### src/rtl/mips_bus_arbiter_if.sv
// Purpose: groups the two requester ports and the shared memory-bus port
//          of mips_bus_arbiter into one bundle.
// Signals:
//   m0_* / m1_* : requester-side Avalon-MM (address, read, write, writedata,
//                 byteenable in; readdata, waitrequest out of the arbiter)
//   s_*         : shared-bus side (command out of the arbiter;
//                 readdata, waitrequest in from the slave)
// Modports:
//   arbiter : the view used by mips_bus_arbiter
//   master  : the two CPU-side requesters
//   slave   : the memory/peripheral on the shared bus
interface mips_bus_arbiter_if;
    localparam int unsigned ADDR_W = 32;
    localparam int unsigned DATA_W = 32;
    localparam int unsigned BE_W   = 4;

    logic [ADDR_W-1:0] m0_address;
    logic              m0_read;
    logic              m0_write;
    logic [DATA_W-1:0] m0_writedata;
    logic [BE_W-1:0]   m0_byteenable;
    logic [DATA_W-1:0] m0_readdata;
    logic              m0_waitrequest;

    logic [ADDR_W-1:0] m1_address;
    logic              m1_read;
    logic              m1_write;
    logic [DATA_W-1:0] m1_writedata;
    logic [BE_W-1:0]   m1_byteenable;
    logic [DATA_W-1:0] m1_readdata;
    logic              m1_waitrequest;

    logic [ADDR_W-1:0] s_address;
    logic              s_read;
    logic              s_write;
    logic [DATA_W-1:0] s_writedata;
    logic [BE_W-1:0]   s_byteenable;
    logic [DATA_W-1:0] s_readdata;
    logic              s_waitrequest;

    modport arbiter (
        input  m0_address, m0_read, m0_write, m0_writedata, m0_byteenable,
        output m0_readdata, m0_waitrequest,
        input  m1_address, m1_read, m1_write, m1_writedata, m1_byteenable,
        output m1_readdata, m1_waitrequest,
        output s_address, s_read, s_write, s_writedata, s_byteenable,
        input  s_readdata, s_waitrequest
    );

    modport master (
        output m0_address, m0_read, m0_write, m0_writedata, m0_byteenable,
        input  m0_readdata, m0_waitrequest,
        output m1_address, m1_read, m1_write, m1_writedata, m1_byteenable,
        input  m1_readdata, m1_waitrequest
    );

    modport slave (
        input  s_address, s_read, s_write, s_writedata, s_byteenable,
        output s_readdata, s_waitrequest
    );
endinterface

### src/rtl/mips_bus_arbiter.sv
// Purpose: two-requester arbiter (M0 = instruction fetch, M1 = data) in
//          front of the single Avalon-style memory bus of mips_cpu_bus.
//          The winning command is registered onto the bus and held until
//          the slave drops waitrequest; a sticky flag reports long stalls.
// Ports:
//   clk       : system clock, rising edge
//   reset     : asynchronous, active-low reset
//   bus       : mips_bus_arbiter_if.arbiter (requester and shared-bus signals)
//   grant     : one-hot owner, bit0 = M0, bit1 = M1, 00 when idle
//   bus_error : sticky slave-timeout flag
// Parameters:
//   FIXED_PRIORITY : 0 = round-robin, 1 = M1 wins every tie
//   TIMEOUT        : stall cycles in a busy state before bus_error; 0 disables
module mips_bus_arbiter #(
    parameter int unsigned FIXED_PRIORITY = 0,
    parameter int unsigned TIMEOUT        = 255
) (
    input  logic                       clk,
    input  logic                       reset,
    mips_bus_arbiter_if.arbiter        bus,
    output logic [1:0]                 grant,
    output logic                       bus_error
);

    localparam int unsigned ADDR_W = 32;
    localparam int unsigned DATA_W = 32;
    localparam int unsigned BE_W   = 4;
    localparam int unsigned CNT_W  = (TIMEOUT < 2) ? 1 : $clog2(TIMEOUT + 1);

    typedef enum logic [1:0] {
        IDLE  = 2'd0,
        BUSY0 = 2'd1,
        BUSY1 = 2'd2
    } state_t;

    typedef struct packed {
        logic [ADDR_W-1:0] address;
        logic [DATA_W-1:0] writedata;
        logic [BE_W-1:0]   byteenable;
        logic              read;
        logic              write;
    } cmd_t;

    state_t            state_q, state_d;
    cmd_t              cmd_q, cmd_d;
    logic [1:0]        grant_q, grant_d;
    logic              rr_m1_q, rr_m1_d;    // 1: M1 wins the next tie
    logic [CNT_W-1:0]  cnt_q, cnt_d;
    logic              err_q, err_d;

    logic              m0_req_c, m1_req_c, pick_m1_c;
    logic [CNT_W-1:0]  cnt_inc_c;
    cmd_t              m0_cmd_c, m1_cmd_c;

    // Requests and normalised commands; read+write together means write.
    always_comb begin
        m0_req_c = bus.m0_read | bus.m0_write;
        m1_req_c = bus.m1_read | bus.m1_write;

        m0_cmd_c.address    = bus.m0_address;
        m0_cmd_c.writedata  = bus.m0_writedata;
        m0_cmd_c.byteenable = bus.m0_byteenable;
        m0_cmd_c.write      = bus.m0_write;
        m0_cmd_c.read       = bus.m0_read & ~bus.m0_write;

        m1_cmd_c.address    = bus.m1_address;
        m1_cmd_c.writedata  = bus.m1_writedata;
        m1_cmd_c.byteenable = bus.m1_byteenable;
        m1_cmd_c.write      = bus.m1_write;
        m1_cmd_c.read       = bus.m1_read & ~bus.m1_write;

        // M1 wins alone, or on a tie under fixed priority / its round-robin turn.
        pick_m1_c = m1_req_c & (~m0_req_c | (FIXED_PRIORITY != 0) | rr_m1_q);

        cnt_inc_c = (cnt_q == {CNT_W{1'b1}}) ? cnt_q : cnt_q + CNT_W'(1);
    end

    // Next-state and registered-output logic.
    always_comb begin
        state_d = state_q;
        cmd_d   = cmd_q;
        grant_d = grant_q;
        rr_m1_d = rr_m1_q;
        cnt_d   = cnt_q;
        err_d   = err_q;

        case (state_q)
            IDLE: begin
                cnt_d       = '0;
                cmd_d.read  = 1'b0;
                cmd_d.write = 1'b0;
                grant_d     = 2'b00;
                if (m0_req_c | m1_req_c) begin
                    if (pick_m1_c) begin
                        state_d = BUSY1;
                        cmd_d   = m1_cmd_c;
                        grant_d = 2'b10;
                        rr_m1_d = 1'b0;
                    end else begin
                        state_d = BUSY0;
                        cmd_d   = m0_cmd_c;
                        grant_d = 2'b01;
                        rr_m1_d = 1'b1;
                    end
                end
            end
            BUSY0, BUSY1: begin
                if (!bus.s_waitrequest) begin
                    state_d     = IDLE;
                    cmd_d.read  = 1'b0;
                    cmd_d.write = 1'b0;
                    grant_d     = 2'b00;
                end else begin
                    // Stalls are only flagged; the transaction keeps waiting.
                    cnt_d = cnt_inc_c;
                    if ((TIMEOUT != 0) && (32'(cnt_inc_c) >= TIMEOUT)) begin
                        err_d = 1'b1;
                    end
                end
            end
            default: begin
                state_d     = IDLE;
                cmd_d.read  = 1'b0;
                cmd_d.write = 1'b0;
                grant_d     = 2'b00;
            end
        endcase
    end

    // State register; reset abandons any in-flight command immediately.
    always_ff @(posedge clk or negedge reset) begin
        if (!reset) begin
            state_q <= IDLE;
            cmd_q   <= '0;
            grant_q <= 2'b00;
            rr_m1_q <= 1'b0;
            cnt_q   <= '0;
            err_q   <= 1'b0;
        end else begin
            state_q <= state_d;
            cmd_q   <= cmd_d;
            grant_q <= grant_d;
            rr_m1_q <= rr_m1_d;
            cnt_q   <= cnt_d;
            err_q   <= err_d;
        end
    end

    assign bus.s_address    = cmd_q.address;
    assign bus.s_writedata  = cmd_q.writedata;
    assign bus.s_byteenable = cmd_q.byteenable;
    assign bus.s_read       = cmd_q.read;
    assign bus.s_write      = cmd_q.write;
    assign grant            = grant_q;
    assign bus_error        = err_q;

    // Requester responses pass straight through from the slave for the owner.
    assign bus.m0_waitrequest = (state_q == BUSY0) ? bus.s_waitrequest : 1'b1;
    assign bus.m1_waitrequest = (state_q == BUSY1) ? bus.s_waitrequest : 1'b1;
    assign bus.m0_readdata    = ((state_q == BUSY0) && !bus.s_waitrequest && cmd_q.read)
                                ? bus.s_readdata : '0;
    assign bus.m1_readdata    = ((state_q == BUSY1) && !bus.s_waitrequest && cmd_q.read)
                                ? bus.s_readdata : '0;

endmodule

### src/flat_wrapper.sv
// flat-port wrapper written by rule: the top's interface ports become plain ports
module mips_bus_arbiter_flat 
#(
    parameter int unsigned FIXED_PRIORITY = 0,
    parameter int unsigned TIMEOUT        = 255
)
  (clk, reset, grant, bus_error, bus_m0_address, bus_m0_read, bus_m0_write, bus_m0_writedata, bus_m0_byteenable, bus_m0_readdata, bus_m0_waitrequest, bus_m1_address, bus_m1_read, bus_m1_write, bus_m1_writedata, bus_m1_byteenable, bus_m1_readdata, bus_m1_waitrequest, bus_s_address, bus_s_read, bus_s_write, bus_s_writedata, bus_s_byteenable, bus_s_readdata, bus_s_waitrequest);
  mips_bus_arbiter_if bus_i ();
  input  logic clk;
  input  logic reset;
  output logic [1:0] grant;
  output logic bus_error;
  input wire logic [$bits(bus_i.m0_address)-1:0] bus_m0_address;
  input wire logic [$bits(bus_i.m0_read)-1:0] bus_m0_read;
  input wire logic [$bits(bus_i.m0_write)-1:0] bus_m0_write;
  input wire logic [$bits(bus_i.m0_writedata)-1:0] bus_m0_writedata;
  input wire logic [$bits(bus_i.m0_byteenable)-1:0] bus_m0_byteenable;
  output wire logic [$bits(bus_i.m0_readdata)-1:0] bus_m0_readdata;
  output wire logic [$bits(bus_i.m0_waitrequest)-1:0] bus_m0_waitrequest;
  input wire logic [$bits(bus_i.m1_address)-1:0] bus_m1_address;
  input wire logic [$bits(bus_i.m1_read)-1:0] bus_m1_read;
  input wire logic [$bits(bus_i.m1_write)-1:0] bus_m1_write;
  input wire logic [$bits(bus_i.m1_writedata)-1:0] bus_m1_writedata;
  input wire logic [$bits(bus_i.m1_byteenable)-1:0] bus_m1_byteenable;
  output wire logic [$bits(bus_i.m1_readdata)-1:0] bus_m1_readdata;
  output wire logic [$bits(bus_i.m1_waitrequest)-1:0] bus_m1_waitrequest;
  output wire logic [$bits(bus_i.s_address)-1:0] bus_s_address;
  output wire logic [$bits(bus_i.s_read)-1:0] bus_s_read;
  output wire logic [$bits(bus_i.s_write)-1:0] bus_s_write;
  output wire logic [$bits(bus_i.s_writedata)-1:0] bus_s_writedata;
  output wire logic [$bits(bus_i.s_byteenable)-1:0] bus_s_byteenable;
  input wire logic [$bits(bus_i.s_readdata)-1:0] bus_s_readdata;
  input wire logic [$bits(bus_i.s_waitrequest)-1:0] bus_s_waitrequest;
  assign bus_i.m0_address = bus_m0_address;
  assign bus_i.m0_read = bus_m0_read;
  assign bus_i.m0_write = bus_m0_write;
  assign bus_i.m0_writedata = bus_m0_writedata;
  assign bus_i.m0_byteenable = bus_m0_byteenable;
  assign bus_m0_readdata = bus_i.m0_readdata;
  assign bus_m0_waitrequest = bus_i.m0_waitrequest;
  assign bus_i.m1_address = bus_m1_address;
  assign bus_i.m1_read = bus_m1_read;
  assign bus_i.m1_write = bus_m1_write;
  assign bus_i.m1_writedata = bus_m1_writedata;
  assign bus_i.m1_byteenable = bus_m1_byteenable;
  assign bus_m1_readdata = bus_i.m1_readdata;
  assign bus_m1_waitrequest = bus_i.m1_waitrequest;
  assign bus_s_address = bus_i.s_address;
  assign bus_s_read = bus_i.s_read;
  assign bus_s_write = bus_i.s_write;
  assign bus_s_writedata = bus_i.s_writedata;
  assign bus_s_byteenable = bus_i.s_byteenable;
  assign bus_i.s_readdata = bus_s_readdata;
  assign bus_i.s_waitrequest = bus_s_waitrequest;
  mips_bus_arbiter #(.FIXED_PRIORITY(FIXED_PRIORITY), .TIMEOUT(TIMEOUT)) u_core (.clk(clk), .reset(reset), .bus(bus_i), .grant(grant), .bus_error(bus_error));
endmodule
### config.mk
export PLATFORM = sky130hd
export DESIGN_NAME = mips_bus_arbiter_flat
export DESIGN_NICKNAME = d
export VERILOG_FILES = /design/src/rtl/mips_bus_arbiter_if.sv /design/src/rtl/mips_bus_arbiter.sv /design/src/flat_wrapper.sv
export SDC_FILE = /design/constraint.sdc
export NUM_CORES = 1
export LEC_CHECK = 0
export BUFFER_PORTS_ARGS = -buffer_cell sky130_fd_sc_hd__buf_4
export CORE_AREA = 2 2 121 123
export CTS_CLUSTER_DIAMETER = 100
export DETAILED_ROUTE_END_ITERATION = 10
export DIE_AREA = 0 0 123 125
export GPL_TIMING_DRIVEN = 0
export PLACE_DENSITY = 0.72
export RECOVER_POWER = 100
export SYNTH_ARGS = -nofsm -noshare
export SYNTH_HDL_FRONTEND = slang
export SYNTH_SLANG_ARGS = --single-unit
### constraint.sdc
create_clock -name clk -period 2.3 [get_ports clk]
set_input_delay 0.345 -clock clk [delete_from_list [all_inputs] [get_ports clk]]
set_output_delay 0.345 -clock clk [all_outputs]
set_load 0.02 [all_outputs]
## Word-level counts from Yosys, hierarchy flattened

Cells that the tools add are included.

| operators by class | value |
|---|---|
| bitwise logic cells | 10 |
| reductions and logical operators | 12 |
| $lt $le $gt $ge | 1 |
| eq/ne operators | 6 |
| mux-type cells | 17 |
| add/sub/neg operators | 1 |

Operators by type and width:

| cell | count |
|---|---|
| two-way mux 70 bit | 1 |
| two-way mux 32 bit | 2 |
| two-way mux 8 bit | 2 |
| one-hot mux 8 bit (2 select lines) | 1 |
| one-hot mux 2 bit (2 select lines) | 3 |
| two-way mux 2 bit | 5 |
| adder 8 x 1 -> 8 bit (second input constant) | 1 |
| equality test 8 bit (second input constant) | 1 |
| greater-or-equal comparator 8 bit (second input constant) | 1 |
| AND reduction 2 bit | 3 |
| logical AND 1 bit | 4 |
| inequality test 2 bit (second input constant) | 2 |
| OR 1 bit | 4 |
| bitwise AND 1 bit | 3 |
| two-way mux 1 bit | 3 |
| inverter 1 bit | 3 |
| AND reduction 3 bit | 1 |
| equality test 2 x 1 -> 1 bit (second input constant) | 1 |
| equality test 2 bit (second input constant) | 1 |
| logical NOT 2 bit | 1 |
| inequality test 2 x 1 -> 1 bit (second input constant) | 1 |
| nonzero test 2 bit | 1 |
| OR reduction 2 bit | 1 |
| logical NOT 1 bit | 1 |

| word-level totals | value |
|---|---|
| register bits after elaboration | 84 |
| logic and storage cells | 57 |

## Logic depth before layout (Yosys ltp)

Gate-level depths: netlist of the first run.

| logic depth | value |
|---|---|
| depth in word-level cells | 7 |
| gate-level depth with buffers | 7 |
| depth with buffers taken out | 6 |

## Worst setup path before layout of the first run

OpenSTA, ideal clock, no wires.

| timing path | value |
|---|---|
| path kind | reg-to-output |
| start point | register u_core.state_q[0] |
| end point | output port bus_m1_readdata[10] |
| data arrival time | 1.440 ns |
| cell stages (with the launch flop) | 7 |
| data required time | 1.955 ns |
| slack | 0.515 ns |
| path buffers | 1 |
| path through | dfrtp_1 inv_1 ha_1 nand2b_1 nor2_1 clkbuf_1 and2_1 |

| between the ends | value |
|---|---|
| word-level cells in the longest chain between the ends | 4 |

RTL lines:

| item | RTL line | source |
|---|---|---|
| start, declared | mips_bus_arbiter.sv:44 | `state_t state_q, state_d;` |
| start signal, assigned | mips_bus_arbiter.sv:140 | `state_q <= state_d;` |
| equality test 2 bit | mips_bus_arbiter.sv:162 | `assign bus.m1_readdata = ((state_q == BUSY1) && !bus.s_waitrequest && cmd_q.read)` |
| logical AND 1 bit (2 in a row) | mips_bus_arbiter.sv:162 |  |
| two-way mux 32 bit | mips_bus_arbiter.sv:163 | `? bus.s_readdata : '0;` |
| end, declared | flat_wrapper.sv:25 | `output wire logic [$bits(bus_i.m1_readdata)-1:0] bus_m1_readdata;` |

No other way between the ends.

## Worst setup path after layout of the first run

| timing path | value |
|---|---|
| start point | register u_core.state_q[0] |
| end point | output port bus_m1_readdata[13] |

The elaborated chain is that of the path after synthesis.

==> run_results.csv, run 1 <==
group,metric,value,unit
run_status,outcome,"finished, violations left",
run_status,violations,"max-capacitance violations, max-slew violations",
synth,synth_area,4610,um2
timing,fin_ws,0.126,ns
detailed_routing,firstDrtPassIters,4,
power_and_ir_drop,power,7.91,mW
critical_path,crit_path_start_kind,"flip-flop",
floorplanning,start_util,32.5,%
global_route,grt_pass1_vias,4517,
clocking,cts_buffer_depth,2,
clocking,cts-root-buf,"clkbuf_16",
place,dp_hpwl,12100,um
synth,yosys.area.top_type,"dfrtp_1",
detailed_routing,postRouteAntennaNets,0,
synth,synth_edf_count,0,
timing,worst_pin_slew,1.86,ns
detailed_routing,wl_per_cell,15.3,um
timing,layout_min_cycle_time,2.17,ns
final_layout,antennaDiodeCount,0,
clocking,cts_tree,"done",
floorplanning,die_x,123,um
flow_run,drv_cap,1,
timing,tns,0,ns
synth,ys_types,42,
critical_path,rrSetupSlack,0.18,ns
final_layout,synthToLayoutAreaGrowth,53.8,%
clocking,cts_buffers,9,
place,pre_cts_ws,0.281,ns
final_layout,nNetsFinal,983,
final_layout,drive_gt1_share,34.9,%
timing,final_hold_viol_count,0,
floorplanning,die_y,125,um
clocking,post_cts_buffers,0,
critical_path,crit_type,"flip-flop to primary output",
detailed_routing,via_per_inst,4.63,
clocking,cts.sinks,84,
synth,seq_area_frac_synth,45.6,%
final_layout,multi_input_area,2230,um2
global_route,grt_usage,19.7,%
place,io_buffers,313,
critical_path,cp_max_fo,10,
synth,synthArstFlopShare,100,%
synth,synthTopCellsByArea,"dfrtp_1 (46%), mux2i_1 (15%), and2_1 (9.0%)",
detailed_routing,dr_total_vias,4598,
global_route,grt_pass1_wl,23500,um
final_layout,layout_common_cells,"buf_4 (212), clkbuf_1 (86), dfrtp_1 (84)",
synth,synthCells,480,
critical_path,cp-end-kind,"primary output",
synth,synth_top_flop_cell,"dfrtp_1",
floorplanning,core,14200,um2
place,gp_congestion,0.836,
timing,fmax,0.460,GHz
worst_hold_path,hold_end,"u_core.bus.s_address[18]$_DFFE_PN0P_",
clocking,clkTransAtPathRegs,0.06,ns
critical_path,r2r_end,"u_core.bus_error$_DFFE_PN0P_",
power_and_ir_drop,p_leak,3.55,nW
synth,yosys_warnings,0,
critical_path,required,1.96,ns
synth,yosysTopAreaCellShare,45.6,%
timing,setup_viol,0,
worst_hold_path,holdPathStages,3,
timing,slew_headroom,-24.1,%
final_layout,n_fill_cell,1486,
power_and_ir_drop,power_density,1110,nW/um2
detailed_routing,drc,0,
worst_hold_path,min_from,"bus_m1_address[18]",
clocking,htreeDepth,3,
final_layout,final_common_cell,"buf_4",
critical_path,crit_arrival,1.83,ns
floorplanning,num_rows,44,
floorplanning,pin_count,314,
final_layout,fin_area,7090,um2
timing,timing.final.crit_share,94.5,%
global_route,grt_overflow_total,0,
final_layout,final-seq-area,2100,um2
power_and_ir_drop,ir_drop,0.000505,V
place,place_area,7190,um2
floorplanning,fp.dieArea,15400,um2
detailed_routing,dr.first_iter.drc_count,218,
clocking,cts_hold_buf,0,
timing,slew_violations,85,
synth,ys_seq_elements,84,
timing,fin_skew,0.00557,ns
global_route,grt_max_degree,85,
detailed_routing,wirelength,15100,um
critical_path,ff2ff_path_depth,7,
synth,syn_nets,659,
timing,rsz0062_at_grt,"false",
clocking,clk_latency,0.34,ns
synth,syn_area_per_cell,9.61,um2
global_route,antenna_found_initial,0,
critical_path,r2r-start,"u_core.state_q[0]$_DFFE_PN0P_",
worst_hold_path,hold_path_class,"primary input to flip-flop",
cell type report:
cell class,count,area share (%)
flip-flops and latches,84,29.6
plain buffers,35,2.93
inverters,8,0.423
multi-input cells,353,31.5
repair buffers,313,28.0
clock inverters,5,0.847
well taps,184,3.25
clock buffers,11,3.42
worst max path at each step:
stage / from / endpoint / depth (start not counted)
finish: u_core.state_q[0]$_DFFE_PN0P_ / bus_m1_readdata[13] / 7
global route: u_core.state_q[0]$_DFFE_PN0P_ / bus_m1_readdata[8] / 7
CTS: u_core.state_q[0]$_DFFE_PN0P_ / bus_m1_readdata[6] / 7
detailed placement: u_core.state_q[0]$_DFFE_PN0P_ / bus_m1_readdata[13] / 7
global placement: u_core.state_q[0]$_DFFE_PN0P_ / bus_m1_readdata[13] / 7
floorplan: u_core.state_q[0]$_DFFE_PN0P_ / bus_m1_readdata[10] / 6
cells by family after synthesis:
| family | count (synthesis) | share of synthesized area [%] |
|---|---|---|
| DFF | 84 | 45.6 |
| and+or+nand+nor | 173 | 19.2 |
| AOI/OAI and AO/OA | 107 | 13.0 |
| muxes | 69 | 15.0 |
| buffers and inverters | 43 | 6.19 |
| adders and majority gates | 4 | 1.09 |
report_power, final:
group          leakage [nW]  internal, mW  switching (mW)
combinational          2.37          1.33            2.59
sequential             1.03          2.16           0.368
clock                 0.151         0.876           0.579
critical path, cell delays in order, from the launching register on:
cell      delay, ns
dfrtp_1        0.41
inv_1          0.09
ha_1           0.15
nand2b_1       0.13
nor2_4         0.17
clkbuf_2       0.20
and2_1         0.18
buf_4          0.15
synthesized netlist by cell type, drive strengths merged (3+ instances only):
master	n
a21oi	10
a31oi	3
and2	66
and3	4
buf	20
clkbuf	15
dfrtp	84
ha	4
inv	8
mux2i	69
nand2	80
nand2b	3
nand3	4
nand4	3
nor2	7
o21ai	73
o22ai	3
o31ai	5
sequential cells by signal (all words and copies together) (netlist names):
signal                   flops
u_core.cnt_q                 8
u_core.bus.s_read            1
u_core.bus.s_address        32
u_core.state_q               2
u_core.grant                 2
u_core.bus.s_write           1
u_core.bus_error             1
u_core.bus.s_writedata      32
u_core.bus.s_byteenable      4
u_core.rr_m1_q               1
metrics by stage:
stage          utilization [%]  std cells  hold WS, ns
2_1_floorplan                -        480       0.0494
3_3_place_gp              50.6        977        0.463
3_5_place_dp              50.6        977        0.471
4_1_cts                   52.8        993        0.252
5_1_grt                   49.9        993        0.265
6_report                  49.9        993        0.276
timing repair:
item                                    CTS  global route
endpoints found under the hold margin     0             0
endpoints found under the setup margin   60            37
resized for setup                         5             7
routing by layer:
metal	up-vias	part of all wire [%]	routed length [um]	GRT usage, %
met5	-	0	0	0
met4	0	1.6	249	6.08
met3	18	6.3	958	4.33
met2	156	51	7740	34.1
met1	2124	41	6190	24.3
li1	2300	-	-	-
Power figures use the tool's default switching activity.
==> run 2: changes to the inputs <==
Settings changed: SLEW_MARGIN from default to 10.
Clock period 2.3 ns to 2.7 ns, I/O delays scaled along.
==> run 2 against run 1 <==
The flow still finishes with violations (max-capacitance violations, max-slew violations); clock power down 15%; total power is 15% lower; final area about the same; wire length is essentially flat; global-route usage about the same; sequential cell count unchanged; highest routed layer unchanged; clock skew about the same; final cell count unchanged; first-iteration DRC count grew 0.92%; clock-buffer cell count is the same; setup slack gained 0.070 ns.
==> run_results.csv, run 2 (synthesized netlist as in run 1, its figures left out) <==
group,metric,value,unit
clocking,cts_hold_buf,0,
timing,fin_ws,0.196,ns
critical_path,slowest_stage,"dfrtp_1",
clocking,post_cts_buffers,0,
timing,tns,0,ns
power_and_ir_drop,ir_drop,0.000428,V
final_layout,fin_area,7090,um2
timing,setup_viol,0,
critical_path,cp_num_buf_inv,3,
global_route,grt_usage,19.7,%
global_route,grt_max_degree,85,
power_and_ir_drop,power,6.71,mW
timing,final_hold_viol_count,0,
power_and_ir_drop,power_density,946,nW/um2
critical_path,crit_type,"flip-flop to primary output",
clocking,cts_buffer_depth,2,
detailed_routing,wirelength,15100,um
detailed_routing,dr.first_iter.drc_count,220,
detailed_routing,firstDrtPassIters,4,
global_route,grt_pass1_vias,4518,
critical_path,crit_path_start_kind,"flip-flop",
floorplanning,start_util,32.5,%
final_layout,final_common_cell,"buf_4",
timing,slew_headroom,-39.0,%
clocking,cts-root-buf,"clkbuf_16",
critical_path,cp_max_fo,10,
timing,rsz0062_at_grt,"false",
place,io_buffers,313,
final_layout,layout_common_cells,"buf_4 (226), clkbuf_1 (108), dfrtp_1 (84)",
clocking,clkTransAtPathRegs,0.06,ns
power_and_ir_drop,p_leak,3.48,nW
timing,fin_skew,0.00553,ns
critical_path,path_cells,"inv_1 > ha_1 > nand2b_1 > nor2_1 > clkbuf_1 > and2_1 > clkbuf_1",
timing,timing.final.crit_share,92.7,%
critical_path,slowest_delay,0.41,ns
worst_hold_path,hold_path_class,"primary input to flip-flop",
floorplanning,num_rows,44,
clocking,cts.sinks,84,
detailed_routing,wl_per_cell,15.2,um
run_status,violations,"max-capacitance violations, max-slew violations",
critical_path,cp_top_family,"buffers and inverters",
floorplanning,fp.dieArea,15400,um2
final_layout,nNetsFinal,983,
critical_path,cp-end-kind,"primary output",
critical_path,crit_arrival,2.10,ns
detailed_routing,drc,0,
timing,slew_violations,85,
global_route,grt_pass1_wl,23500,um
clocking,cts_buffers,9,
run_status,outcome,"finished, violations left",
timing,worst_pin_slew,2.08,ns
final_layout,multi_input_area,2220,um2
detailed_routing,dr_total_vias,4591,
detailed_routing,via_per_inst,4.62,
clocking,htreeDepth,3,
floorplanning,pin_count,314,
critical_path,crit_top_cell,"clkbuf_1",
detailed_routing,postRouteAntennaNets,0,
place,place_area,7190,um2
clocking,clk_latency,0.34,ns
floorplanning,core,14200,um2
global_route,grt_overflow_total,0,
timing,layout_min_cycle_time,2.50,ns
final_layout,antennaDiodeCount,0,
place,pre_cts_ws,0.621,ns
final_layout,final-seq-area,2100,um2
clocking,cts_resized,0,
final_layout,drive_gt1_share,31.9,%
global_route,antenna_found_initial,0,
floorplanning,die_y,125,um
critical_path,required,2.30,ns
floorplanning,die_x,123,um
flow_run,drv_cap,1,
timing,fmax,0.399,GHz
final_layout,n_fill_cell,1487,
place,dp_hpwl,12100,um
place,gp_congestion,0.836,
final_layout,synthToLayoutAreaGrowth,53.7,%
clocking,cts_tree,"done",
[run 2: cell type report]
type / count / area share [%]
Inverter: 8 / 0.424
Multi-Input combinational cell: 353 / 31.3
Tap cell: 184 / 3.25
Clock inverter: 5 / 0.847
Sequential cell: 84 / 29.6
Clock buffer: 11 / 3.42
Timing Repair Buffer: 313 / 28.3
Buffer: 35 / 2.74
[run 2: per-layer routing]
metal	vias up	GRT usage (%)	wire length, um
met1	2124	24.3	6180
met3	16	4.33	956
met2	154	34.2	7780
li1	2297	-	-
met5	-	0	0
met4	0	6.08	223
[run 2: where the power goes]
part           internal [mW]  total [mW]  switching, mW
combinational           1.12        3.32           2.19
sequential              1.84        2.15          0.313
clock                  0.746        1.24          0.494
total                   3.71        6.71           3.00
[run 2: final timing paths]
check                                                    start                                endpoint  slack [ns]  cells after the start
max                              u_core.state_q[1]$_DFFE_PN0P_                     bus_m0_readdata[11]        0.20                      7
min                                       bus_m1_writedata[27]  u_core.bus.s_writedata[27]$_DFFE_PN0P_        0.34                      3
max reg2reg                      u_core.state_q[0]$_DFFE_PN0P_     u_core.bus.s_address[8]$_DFFE_PN0P_        0.34                      6
min reg2reg                u_core.bus.s_address[7]$_DFFE_PN0P_     u_core.bus.s_address[7]$_DFFE_PN0P_        0.48                      2
max in group asynchronous                                reset  u_core.bus.s_writedata[19]$_DFFE_PN0P_        0.79                      1
min in group asynchronous                                reset            u_core.bus_error$_DFFE_PN0P_        0.62                      1
[run 2: stage by stage]
step / util [%] / cells / hold WS, ns
after global routing: 49.9 / 993 / 0.325
final: 49.9 / 993 / 0.336
after floorplan: - / 480 / 0.109
after CTS: 52.8 / 993 / 0.312
after detailed placement: 50.6 / 977 / 0.471
after global placement: 50.6 / 977 / 0.463
[run 2: tightest hold or removal path: cells and delay by family]
kind	cells	cell delay, ns
muxes	1	0.05
buffers and inverters	1	0.08
AOI/OAI and AO/OA	1	0.10
